$ cat src/rtl/multicycle_control_if.sv
// rtl/multicycle_control_if.sv - control/datapath bundle for the multicycle sequencer
interface multicycle_control_if;
    logic [31:0] IWord;
    logic        mem_ready;
    logic        BEQ;
    logic        BLT;
    logic        PCWrite;
    logic        PCSelect;
    logic        RegWEn;
    logic [2:0]  ImmSel;
    logic        BrUn;
    logic        ASel;
    logic        BSel;
    logic [3:0]  ALUOP;
    logic [1:0]  WBSel;
    logic        MemRW;
    logic [31:0] ir;
    logic [2:0]  state;
    logic        illegal;
    logic [31:0] instret;

    // Sequencer side: consumes instruction/flags, drives control lines
    modport master (
        input  IWord, mem_ready, BEQ, BLT,
        output PCWrite, PCSelect, RegWEn, ImmSel, BrUn, ASel, BSel,
               ALUOP, WBSel, MemRW, ir, state, illegal, instret
    );

    // Datapath/memory side
    modport slave (
        output IWord, mem_ready, BEQ, BLT,
        input  PCWrite, PCSelect, RegWEn, ImmSel, BrUn, ASel, BSel,
               ALUOP, WBSel, MemRW, ir, state, illegal, instret
    );
endinterface

$ cat src/rtl/multicycle_control.sv
// rtl/multicycle_control.sv - RV32I multicycle control sequencer
module multicycle_control (
    input  logic                 clk,
    input  logic                 reset,
    multicycle_control_if.master bus
);
    typedef enum logic [2:0] {
        FETCH  = 3'd0,
        DECODE = 3'd1,
        EXEC   = 3'd2,
        MEM    = 3'd3,
        WB     = 3'd4,
        TRAP   = 3'd5
    } state_t;

    typedef enum logic [3:0] {
        C_R, C_IALU, C_LOAD, C_STORE, C_BRANCH,
        C_JAL, C_JALR, C_LUI, C_AUIPC, C_BAD
    } class_t;

    state_t      state_q, state_d;
    logic [31:0] ir_q;
    logic [31:0] instret_q;
    class_t      cls;
    logic [2:0]  funct3;
    logic        alt;
    logic        taken;
    logic        br_ok;

    logic        pc_write, pc_select, reg_wen, mem_rw, br_un, a_sel, b_sel, illegal;
    logic [2:0]  imm_sel;
    logic [3:0]  alu_op;
    logic [1:0]  wb_sel;

    assign funct3 = ir_q[14:12];
    assign alt    = ir_q[30];

    // funct7[5] only turns ADD into SUB for register-register ops
    function automatic logic [3:0] alu_decode(input logic [2:0] f3, input logic sub_ok, input logic a);
        case (f3)
            3'b000:  alu_decode = (sub_ok && a) ? 4'd1 : 4'd0;
            3'b001:  alu_decode = 4'd2;
            3'b010:  alu_decode = 4'd3;
            3'b011:  alu_decode = 4'd4;
            3'b100:  alu_decode = 4'd5;
            3'b101:  alu_decode = a ? 4'd7 : 4'd6;
            3'b110:  alu_decode = 4'd8;
            default: alu_decode = 4'd9;
        endcase
    endfunction

    // Instruction class from the latched opcode
    always_comb begin
        case (ir_q[6:0])
            7'b0110011: cls = C_R;
            7'b0010011: cls = C_IALU;
            7'b0000011: cls = C_LOAD;
            7'b0100011: cls = C_STORE;
            7'b1100011: cls = C_BRANCH;
            7'b1101111: cls = C_JAL;
            7'b1100111: cls = C_JALR;
            7'b0110111: cls = C_LUI;
            7'b0010111: cls = C_AUIPC;
            default:    cls = C_BAD;
        endcase
    end

    // Branch outcome from the comparator flags; funct3 010/011 has no encoding
    always_comb begin
        taken = 1'b0;
        br_ok = 1'b1;
        case (funct3)
            3'b000:          taken = bus.BEQ;
            3'b001:          taken = !bus.BEQ;
            3'b100, 3'b110:  taken = bus.BLT;
            3'b101, 3'b111:  taken = !bus.BLT;
            default:         br_ok = 1'b0;
        endcase
    end

    // State, instruction latch and retire counter
    always_ff @(posedge clk or posedge reset) begin
        if (reset) begin
            state_q   <= FETCH;
            ir_q      <= 32'h0000_0013;
            instret_q <= 32'd0;
        end else begin
            state_q <= state_d;
            if (state_q == FETCH && bus.mem_ready)
                ir_q <= bus.IWord;
            if (pc_write)
                instret_q <= instret_q + 32'd1;
        end
    end

    // Next state and control lines; selects are held from EXEC through WB
    always_comb begin
        state_d   = state_q;
        pc_write  = 1'b0;
        pc_select = 1'b0;
        reg_wen   = 1'b0;
        mem_rw    = 1'b0;
        br_un     = 1'b0;
        a_sel     = 1'b0;
        b_sel     = 1'b0;
        illegal   = 1'b0;
        imm_sel   = 3'd0;
        alu_op    = 4'd0;
        wb_sel    = 2'd0;

        if (state_q == EXEC || state_q == MEM || state_q == WB) begin
            case (cls)
                C_R:      alu_op = alu_decode(funct3, 1'b1, alt);
                C_IALU: begin
                    b_sel  = 1'b1;
                    alu_op = alu_decode(funct3, 1'b0, alt);
                end
                C_LOAD, C_JALR: b_sel = 1'b1;
                C_STORE: begin
                    b_sel   = 1'b1;
                    imm_sel = 3'd1;
                end
                C_LUI: begin
                    b_sel   = 1'b1;
                    imm_sel = 3'd3;
                    alu_op  = 4'd10;
                end
                C_AUIPC: begin
                    a_sel   = 1'b1;
                    b_sel   = 1'b1;
                    imm_sel = 3'd3;
                end
                C_JAL: begin
                    a_sel   = 1'b1;
                    b_sel   = 1'b1;
                    imm_sel = 3'd4;
                end
                C_BRANCH: begin
                    a_sel   = 1'b1;
                    b_sel   = 1'b1;
                    imm_sel = 3'd2;
                    br_un   = funct3[1];
                end
                default: ;
            endcase
        end

        case (state_q)
            FETCH:  if (bus.mem_ready) state_d = DECODE;
            DECODE: state_d = (cls == C_BAD) ? TRAP : EXEC;
            EXEC: begin
                case (cls)
                    C_LOAD, C_STORE: state_d = MEM;
                    C_BRANCH: begin
                        if (br_ok) begin
                            pc_write  = 1'b1;
                            pc_select = taken;
                            state_d   = FETCH;
                        end else begin
                            state_d = TRAP;
                        end
                    end
                    default: state_d = WB;
                endcase
            end
            MEM: begin
                if (cls == C_STORE) begin
                    mem_rw = 1'b1;
                    if (bus.mem_ready) begin
                        pc_write = 1'b1;
                        state_d  = FETCH;
                    end
                end else if (bus.mem_ready) begin
                    state_d = WB;
                end
            end
            WB: begin
                reg_wen  = 1'b1;
                pc_write = 1'b1;
                state_d  = FETCH;
                if (cls == C_LOAD) begin
                    wb_sel = 2'd0;
                end else if (cls == C_JAL || cls == C_JALR) begin
                    wb_sel    = 2'd2;
                    pc_select = 1'b1;
                end else begin
                    wb_sel = 2'd1;
                end
            end
            TRAP:    illegal = 1'b1;
            default: state_d = TRAP;
        endcase
    end

    assign bus.PCWrite  = pc_write;
    assign bus.PCSelect = pc_select;
    assign bus.RegWEn   = reg_wen;
    assign bus.MemRW    = mem_rw;
    assign bus.ImmSel   = imm_sel;
    assign bus.BrUn     = br_un;
    assign bus.ASel     = a_sel;
    assign bus.BSel     = b_sel;
    assign bus.ALUOP    = alu_op;
    assign bus.WBSel    = wb_sel;
    assign bus.ir       = ir_q;
    assign bus.state    = state_q;
    assign bus.illegal  = illegal;
    assign bus.instret  = instret_q;
endmodule

$ cat src/flat_wrapper.sv
// flat-port wrapper written by rule: the top's interface ports become plain ports
module multicycle_control_flat 
  (clk, reset, bus_IWord, bus_mem_ready, bus_BEQ, bus_BLT, bus_PCWrite, bus_PCSelect, bus_RegWEn, bus_ImmSel, bus_BrUn, bus_ASel, bus_BSel, bus_ALUOP, bus_WBSel, bus_MemRW, bus_ir, bus_state, bus_illegal, bus_instret);
  multicycle_control_if bus_i ();
  input  logic clk;
  input  logic reset;
  input wire logic [$bits(bus_i.IWord)-1:0] bus_IWord;
  input wire logic [$bits(bus_i.mem_ready)-1:0] bus_mem_ready;
  input wire logic [$bits(bus_i.BEQ)-1:0] bus_BEQ;
  input wire logic [$bits(bus_i.BLT)-1:0] bus_BLT;
  output wire logic [$bits(bus_i.PCWrite)-1:0] bus_PCWrite;
  output wire logic [$bits(bus_i.PCSelect)-1:0] bus_PCSelect;
  output wire logic [$bits(bus_i.RegWEn)-1:0] bus_RegWEn;
  output wire logic [$bits(bus_i.ImmSel)-1:0] bus_ImmSel;
  output wire logic [$bits(bus_i.BrUn)-1:0] bus_BrUn;
  output wire logic [$bits(bus_i.ASel)-1:0] bus_ASel;
  output wire logic [$bits(bus_i.BSel)-1:0] bus_BSel;
  output wire logic [$bits(bus_i.ALUOP)-1:0] bus_ALUOP;
  output wire logic [$bits(bus_i.WBSel)-1:0] bus_WBSel;
  output wire logic [$bits(bus_i.MemRW)-1:0] bus_MemRW;
  output wire logic [$bits(bus_i.ir)-1:0] bus_ir;
  output wire logic [$bits(bus_i.state)-1:0] bus_state;
  output wire logic [$bits(bus_i.illegal)-1:0] bus_illegal;
  output wire logic [$bits(bus_i.instret)-1:0] bus_instret;
  assign bus_i.IWord = bus_IWord;
  assign bus_i.mem_ready = bus_mem_ready;
  assign bus_i.BEQ = bus_BEQ;
  assign bus_i.BLT = bus_BLT;
  assign bus_PCWrite = bus_i.PCWrite;
  assign bus_PCSelect = bus_i.PCSelect;
  assign bus_RegWEn = bus_i.RegWEn;
  assign bus_ImmSel = bus_i.ImmSel;
  assign bus_BrUn = bus_i.BrUn;
  assign bus_ASel = bus_i.ASel;
  assign bus_BSel = bus_i.BSel;
  assign bus_ALUOP = bus_i.ALUOP;
  assign bus_WBSel = bus_i.WBSel;
  assign bus_MemRW = bus_i.MemRW;
  assign bus_ir = bus_i.ir;
  assign bus_state = bus_i.state;
  assign bus_illegal = bus_i.illegal;
  assign bus_instret = bus_i.instret;
  multicycle_control u_core (.clk(clk), .reset(reset), .bus(bus_i));
endmodule
$ cat config.mk
export PLATFORM = sky130hd
export DESIGN_NAME = multicycle_control_flat
export DESIGN_NICKNAME = d
export VERILOG_FILES = /design/src/rtl/multicycle_control_if.sv /design/src/rtl/multicycle_control.sv /design/src/flat_wrapper.sv
export SDC_FILE = /design/constraint.sdc
export NUM_CORES = 1
export LEC_CHECK = 0
export BUFFER_PORTS_ARGS = -buffer_cell sky130_fd_sc_hd__buf_2
export CORE_ASPECT_RATIO = 0.5
export CORE_MARGIN = 2
export CORE_UTILIZATION = 54
export DETAILED_ROUTE_END_ITERATION = 6
export HOLD_SLACK_MARGIN = 0.05
export PLACE_DENSITY = 0.82
export SYNTH_ARGS = -nofsm -noshare
export SYNTH_HDL_FRONTEND = slang
export SYNTH_SLANG_ARGS = --single-unit
$ cat constraint.sdc
create_clock -name clk -period 5.1 [get_ports clk]
set_clock_uncertainty 0.1 [all_clocks]
set_input_delay 0.765 -clock clk [delete_from_list [all_inputs] [get_ports clk]]
set_output_delay 0.765 -clock clk [all_outputs]
set_load 0.02 [all_outputs]
==> impl_metrics.csv, run 1 <==
group,metric,value,unit
run_status,status,"finished, final reports clean",
clocking,htreeDepth,3,
clocking,cts_hold_buffers,0,
routing,first_pass_iters,4,
placement,dp_hpwl,5800,microns
floorplan,die_h,60.8,microns
critical_path,endpoint_kind,"output port",
routing,drt_iter0_markers,236,
routing,vias_per_cell,5.51,
global_routing,grt.overflow.total,0,
global_routing,gr-usage-all-layers,0.241,
timing,tns,0,ps
synth,avgSynthCellArea,11.2,sq um
critical_path,required,4240,ps
critical_path,worst_path_max_delay_cell,"dfrtp_1",
synth,synthMuxAreaShare,0.0967,
global_routing,grt_pass1_wl,13400,microns
critical_path,r2r_slack,2720,ps
synth,netlist_area,0.00348,sq mm
timing,rsz0062_at_grt,"false",
final_layout,stdcell_count,522,
placement,dp_cells,508,
critical_path,worstSetupStartpoint,"u_core.bus.ir[2]$_DFFE_PP0P_",
routing,wirelength,8030,microns
synth,yosysSeqAreaShare,0.483,
final_layout,nNetsFinal,469,
clocking,clk_latency,330,ps
synth,synth-main-ff-cell,"dfrtp_1",
clocking,numCtsBuffers,9,
routing,num_vias,2878,
final_layout,drive_above_1_share,0.447,
critical_path,rr_endpoint,"u_core.bus.instret[25]$_DFFE_PP0P_",
clocking,cts.repair.resized,0,
power,ir_drop,255,uV
critical_path,max_stage_delay,500,ps
placement,place.gp.congestion,0.914,
routing,routedWlPerCell,15.4,microns
synth,ys_ff_latch,67,
floorplan,io_pins,121,
synth,syn_nets,349,
synth,postSynthCellCount,311,
synth,async_reset_ff_frac,1.00,
routing,ant_nets,0,
synth,netlist_top_cells_area,"dfrtp_1 46%, mux2_2 9.4%, xnor2_1 4.5%, xor2_1 3.8%, nand2_1 2.7%",
clocking,cts.path.max_buffers,2,
timing,fin_crit,3120,ps
hold_path,hp-class,"input port to async pin",
floorplan,core-area,0.00616,sq mm
clocking,post_cts_buffers,0,
global_routing,antenna_found_initial,0,
placement,place_ws,2320,ps
critical_path,crit_type,"flip-flop to output port",
floorplan,dieArea,0.00714,sq mm
final_layout,area_growth,26.7,%
global_routing,grt_max_degree,49,
timing,setup_slack,1980,ps
critical_path,cp_max_fo,19,
critical_path,rr_worst_depth,6,
synth,synth_common_cells,"64 x dfrtp_1, 29 x mux2_2, 25 x nand2_1, 18 x nor2_1, 18 x xnor2_1",
floorplan,die-width,118,microns
synth,ys_types,55,
synth,synth_compound_area_frac,0.0705,
clocking,root_buffer,"clkbuf_16",
timing,finalCritPeriodShare,0.613,
critical_path,path_cells,"nand4bb_4 > nor4_4 > a221oi_4 > buf_4 > inv_4 > buf_2",
timing,fmax,320,MHz
floorplan,num_rows,20,
routing,remaining_drc_errors,0,
power,power.leakage,2.30,nW
synth,yosysWarnings,0,
timing,slew_headroom,0.605,
synth,synth_top_area_frac,0.460,
critical_path,start_kind,"flip-flop",
run,maxCapViolCount,0,
timing,hold_viol,0,
global_routing,first_global_vias,2668,
timing,setup_viol,0,
timing,slew_viol_final,0,
synth,yosysMostFrequentCell,"dfrtp_1",
synth,yosysTopAreaCell,"dfrtp_1",
clocking,cts_num_sinks,67,
power,power.density,267,mW/mm^2
clocking,cts.clk_slew.worst_paths,50,ps
placement,io_buffers,120,
synth,yosys.area_share.adder,0.00647,
synth,synth_top_family_by_area,"simple AND/OR/NAND/NOR gates",
critical_path,worstPathArrival,2260,ps
synth,synthXorXnorAreaFrac,0.0831,
clocking,cts_tree,"built",
timing,tightest_slew,593,ps
final_layout,diodes,0,
critical_path,timing.rr.start,"u_core.bus.ir[2]$_DFFE_PP0P_",
synth,synth-simple-area-share,0.219,
floorplan,start_util,0.565,
synth,synth_edf_count,0,
worst max-delay path, delay by kind of cell, from the launching register on:
family	cells	cell delay, ps
AOI/OAI and AO/OA	1	120
buffers and inverters	3	620
and+or+nand+nor	2	680
DFF	1	500
area by class of cell:
| class | instances | area, sq um |
|---|---|---|
| flip-flops and latches | 67 | 1680 |
| clock inverters | 2 | 35.0 |
| fillers | 491 | 1750 |
| repair buffers | 123 | 623 |
| clock buffers | 12 | 267 |
| multi-input cells | 221 | 1660 |
| well taps | 88 | 110 |
| inverters | 9 | 36.3 |
worst max path at each step:
stage                     to  slack, ps  depth (start not counted)
4_1_cts          bus_PCWrite       1970                          6
3_5_place_dp     bus_PCWrite       2320                          6
3_3_place_gp     bus_PCWrite       2400                          6
2_1_floorplan  bus_ImmSel[2]       2340                          3
5_1_grt          bus_PCWrite       1810                          6
6_report         bus_PCWrite       1980                          6
logic make-up (layout without fill, tap and decap cells):
group | count (synthesis) | count (layout)
AOI/OAI and AO/OA | 36 | 36
xor gates and xnor gates | 33 | 33
adders and majority gates | 2 | 2
buffers and inverters | 23 | 146
DFF | 67 | 67
muxes | 30 | 30
and+or+nand+nor | 120 | 120
through the flow:
stage	cell area (sq um)	hold slack, ps	util	power [W]
6_report	4410	322	0.716	0.00118
5_1_grt	4410	358	0.716	0.00121
4_1_cts	4410	330	0.716	0.00119
3_5_place_dp	4110	351	0.667	0.000567
3_3_place_gp	4110	355	0.667	0.000566
2_1_floorplan	3480	478	-	0.000550
cells in the final DEF (no fill, tap or decap), drive strengths merged, types with 2 or more instances in the layout:
cell type	count
mux2	29
nor4	8
nor2	19
dfstp	3
nand4b	2
nor3b	4
a221oi	3
a21oi	12
or2	2
nand2b	3
dfrtp	64
nand3	12
nand4	17
and3	9
and2	2
nand3b	2
buf	123
nand2	27
o211ai	2
xor2	15
xnor2	18
nor4b	2
nor3	8
inv	9
clkbuf	12
o21ai	10
power breakdown:
group	internal, W	leakage (nW)	switching (W)
Combinational	0.0000104	1.25	0.0000145
Sequential	0.000532	0.899	0
Clock	0.000411	0.151	0.000209
registers in the layout (all words and copies together), names as in the netlist:
| register | cells |
|---|---|
| u_core.bus.instret | 32 |
| u_core.bus.ir | 32 |
| u_core.bus.state | 3 |
metal layers:
metal / GRT usage / wire length [microns]
met1: 0.294 / 3370
met2: 0.420 / 4050
met3: 0.0724 / 493
met4: 0.0929 / 119
met5: 0 / 0
No activity file was read; power rests on OpenSTA's default activity.
==> inputs of run 2 (changes only) <==
--- a/config.mk
+++ b/config.mk
@@ -8,10 +8,10 @@
 export BUFFER_PORTS_ARGS = -buffer_cell sky130_fd_sc_hd__buf_2
 export CORE_ASPECT_RATIO = 0.5
 export CORE_MARGIN = 2
-export CORE_UTILIZATION = 54
+export CORE_UTILIZATION = 45
 export DETAILED_ROUTE_END_ITERATION = 6
 export HOLD_SLACK_MARGIN = 0.05
-export PLACE_DENSITY = 0.82
+export PLACE_DENSITY = 0.73
 export SYNTH_ARGS = -nofsm -noshare
 export SYNTH_HDL_FRONTEND = slang
 export SYNTH_SLANG_ARGS = --single-unit
==> constraint.sdc (replaced) <==
create_clock -name clk -period 2.5 [get_ports clk]
set_clock_uncertainty 0.1 [all_clocks]
set_input_delay 0.375 -clock clk [delete_from_list [all_inputs] [get_ports clk]]
set_output_delay 0.375 -clock clk [all_outputs]
set_load 0.02 [all_outputs]
==> impl_metrics.csv, run 2 (synthesis results as in run 1) <==
group,metric,value,unit
critical_path,path_buf_inv,1,
global_routing,first_global_vias,2648,
placement,dp_hpwl,5890,microns
routing,routedWlPerCell,14.8,microns
critical_path,worst_path_max_delay_cell,"dfrtp_2",
power,ir_drop,394,uV
critical_path,endpoint_kind,"output port",
floorplan,core-area,0.00740,sq mm
clocking,numCtsBuffers,9,
routing,vias_per_cell,5.27,
routing,remaining_drc_errors,0,
final_layout,diodes,0,
placement,dp_cells,524,
final_layout,drive_above_1_share,0.471,
timing,slew_viol_final,0,
final_layout,multi_input_area,0.00167,sq mm
global_routing,antenna_found_initial,0,
power,power.density,506,mW/mm^2
routing,ant_nets,0,
clocking,cts.clk_slew.worst_paths,50,ps
clocking,cts_num_sinks,67,
final_layout,fin_area,0.00452,sq mm
final_layout,nNetsFinal,481,
final_layout,fillCellCount,638,
routing,wirelength,8040,microns
global_routing,grt_max_degree,68,
timing,fin_crit,2440,ps
final_layout,area_growth,30.0,%
timing,hold_viol,0,
floorplan,start_util,0.470,
hold_path,min_path_cells,3,
clocking,cts_tree,"built",
critical_path,required,2030,ps
critical_path,start_kind,"flip-flop",
critical_path,path_delay_family,"compound AO/OA/AOI/OAI gates",
routing,first_pass_iters,4,
run,maxCapViolCount,0,
floorplan,dieArea,0.00849,sq mm
critical_path,max_stage_delay,480,ps
placement,io_buffers,120,
routing,num_vias,2868,
power,power.leakage,2.34,nW
floorplan,die_h,66.2,microns
timing,fmax,410,MHz
placement,placed_cell_area,0.00419,sq mm
clocking,clk_latency,320,ps
timing,rsz0062_at_grt,"true",
timing,tns,0,ps
final_layout,final_cell_mix,"119 x buf_2, 62 x dfrtp_1, 29 x mux2_2, 25 x nand2_1",
critical_path,path_cells,"or2_2 > a211o_2 > a211oi_1 > buf_2",
critical_path,crit_type,"flip-flop to output port",
clocking,cts.path.max_buffers,2,
timing,finalCritPeriodShare,0.975,
global_routing,gr-usage-all-layers,0.194,
timing,slew_headroom,0.630,
placement,place.gp.congestion,0.876,
clocking,htreeDepth,3,
floorplan,die-width,128,microns
floorplan,io_pins,121,
critical_path,rr_worst_depth,7,
final_layout,fin_util,0.611,
global_routing,grt_pass1_wl,13000,microns
final_layout,ff_latch_area,0.00168,sq mm
run_status,status,"finished, final reports clean",
final_layout,layout_commonest_cell,"buf_2",
global_routing,grt.overflow.total,0,
critical_path,cp_max_fo,11,
critical_path,worstPathArrival,1960,ps
hold_path,hp-class,"input port to flip-flop",
critical_path,crit_cells,4,
timing,tightest_slew,550,ps
floorplan,num_rows,22,
timing,setup_viol,0,
routing,drt_iter0_markers,177,
clocking,root_buffer,"clkbuf_16",
final_layout,stdcell_count,544,
[run 2: changes by cell type in the layout (fill, tap and decap cells not counted), sizes merged]
cell,before,now
buf,123,134
bufinv,1,0
clkbuf,12,10
clkinv,1,3
clkinvlp,0,3
dlygate4sd3,0,1
[run 2: path summary, 6_finish.rpt]
check,start,endpoint,slack (ps)
max in group asynchronous,reset,u_core.bus.ir[4]$_DFFE_PP1P_,1410
setup / recovery,u_core.bus.ir[5]$_DFFE_PP0P_,bus_BSel,60
min in group asynchronous,reset,u_core.bus.ir[16]$_DFFE_PP0P_,580
setup reg to reg,u_core.bus.ir[4]$_DFFE_PP1P_,u_core.bus.instret[23]$_DFFE_PP0P_,280
hold / removal,bus_IWord[5],u_core.bus.ir[5]$_DFFE_PP0P_,170
hold reg to reg,u_core.bus.instret[31]$_DFFE_PP0P_,u_core.bus.instret[31]$_DFFE_PP0P_,390
[run 2: through the flow]
stage,hold slack (ps),setup WS [ps],total power (W)
2_1_floorplan,392,134,0.00112
3_3_place_gp,352,333,0.00116
3_5_place_dp,379,249,0.00116
4_1_cts,156,33.7,0.00231
5_1_grt,183,-45.3,0.00237
6_report,169,62.0,0.00229
[run 2: final cells by class]
type	count	area share
clock inverter	6	0.00913
timing repair buffer	135	0.162
sequential	67	0.372
inverter	9	0.00802
clock buffer	10	0.0528
tap	96	0.0265
multi-input combinational	221	0.370
[run 2: report_power, final]
group           total, W  switching (W)  internal, W  leakage [nW]
clock network    0.00115       0.000454     0.000695         0.130
logic          0.0000543      0.0000298    0.0000245          1.32
registers        0.00109              0      0.00109         0.897
[run 2: worst reg2reg max path: stages (launching register included)]
cell,delay (ps)
dfstp_2,620
nand3b_1,240
nor2_2,110
a221oi_4,380
buf_4,230
buf_4,210
nor3_2,70
xor2_1,150
[run 2: routing by layer]
metal	up-vias	part of all wire	global-route usage
met4	0	0.0066	0.0467
li1	1381	-	-
met1	1408	0.46	0.259
met2	72	0.49	0.334
met5	-	0	0
met3	7	0.045	0.0348
[run 2: repair_timing]
action                     in CTS  in global routing
gates resized for setup         0                  6
hold endpoints to repair       64                  0
setup endpoints to repair       1                  5
hold buffers                    1                  0
setup buffers                   1                  2
gates cloned                    0                  0
pin swaps                       1                  0
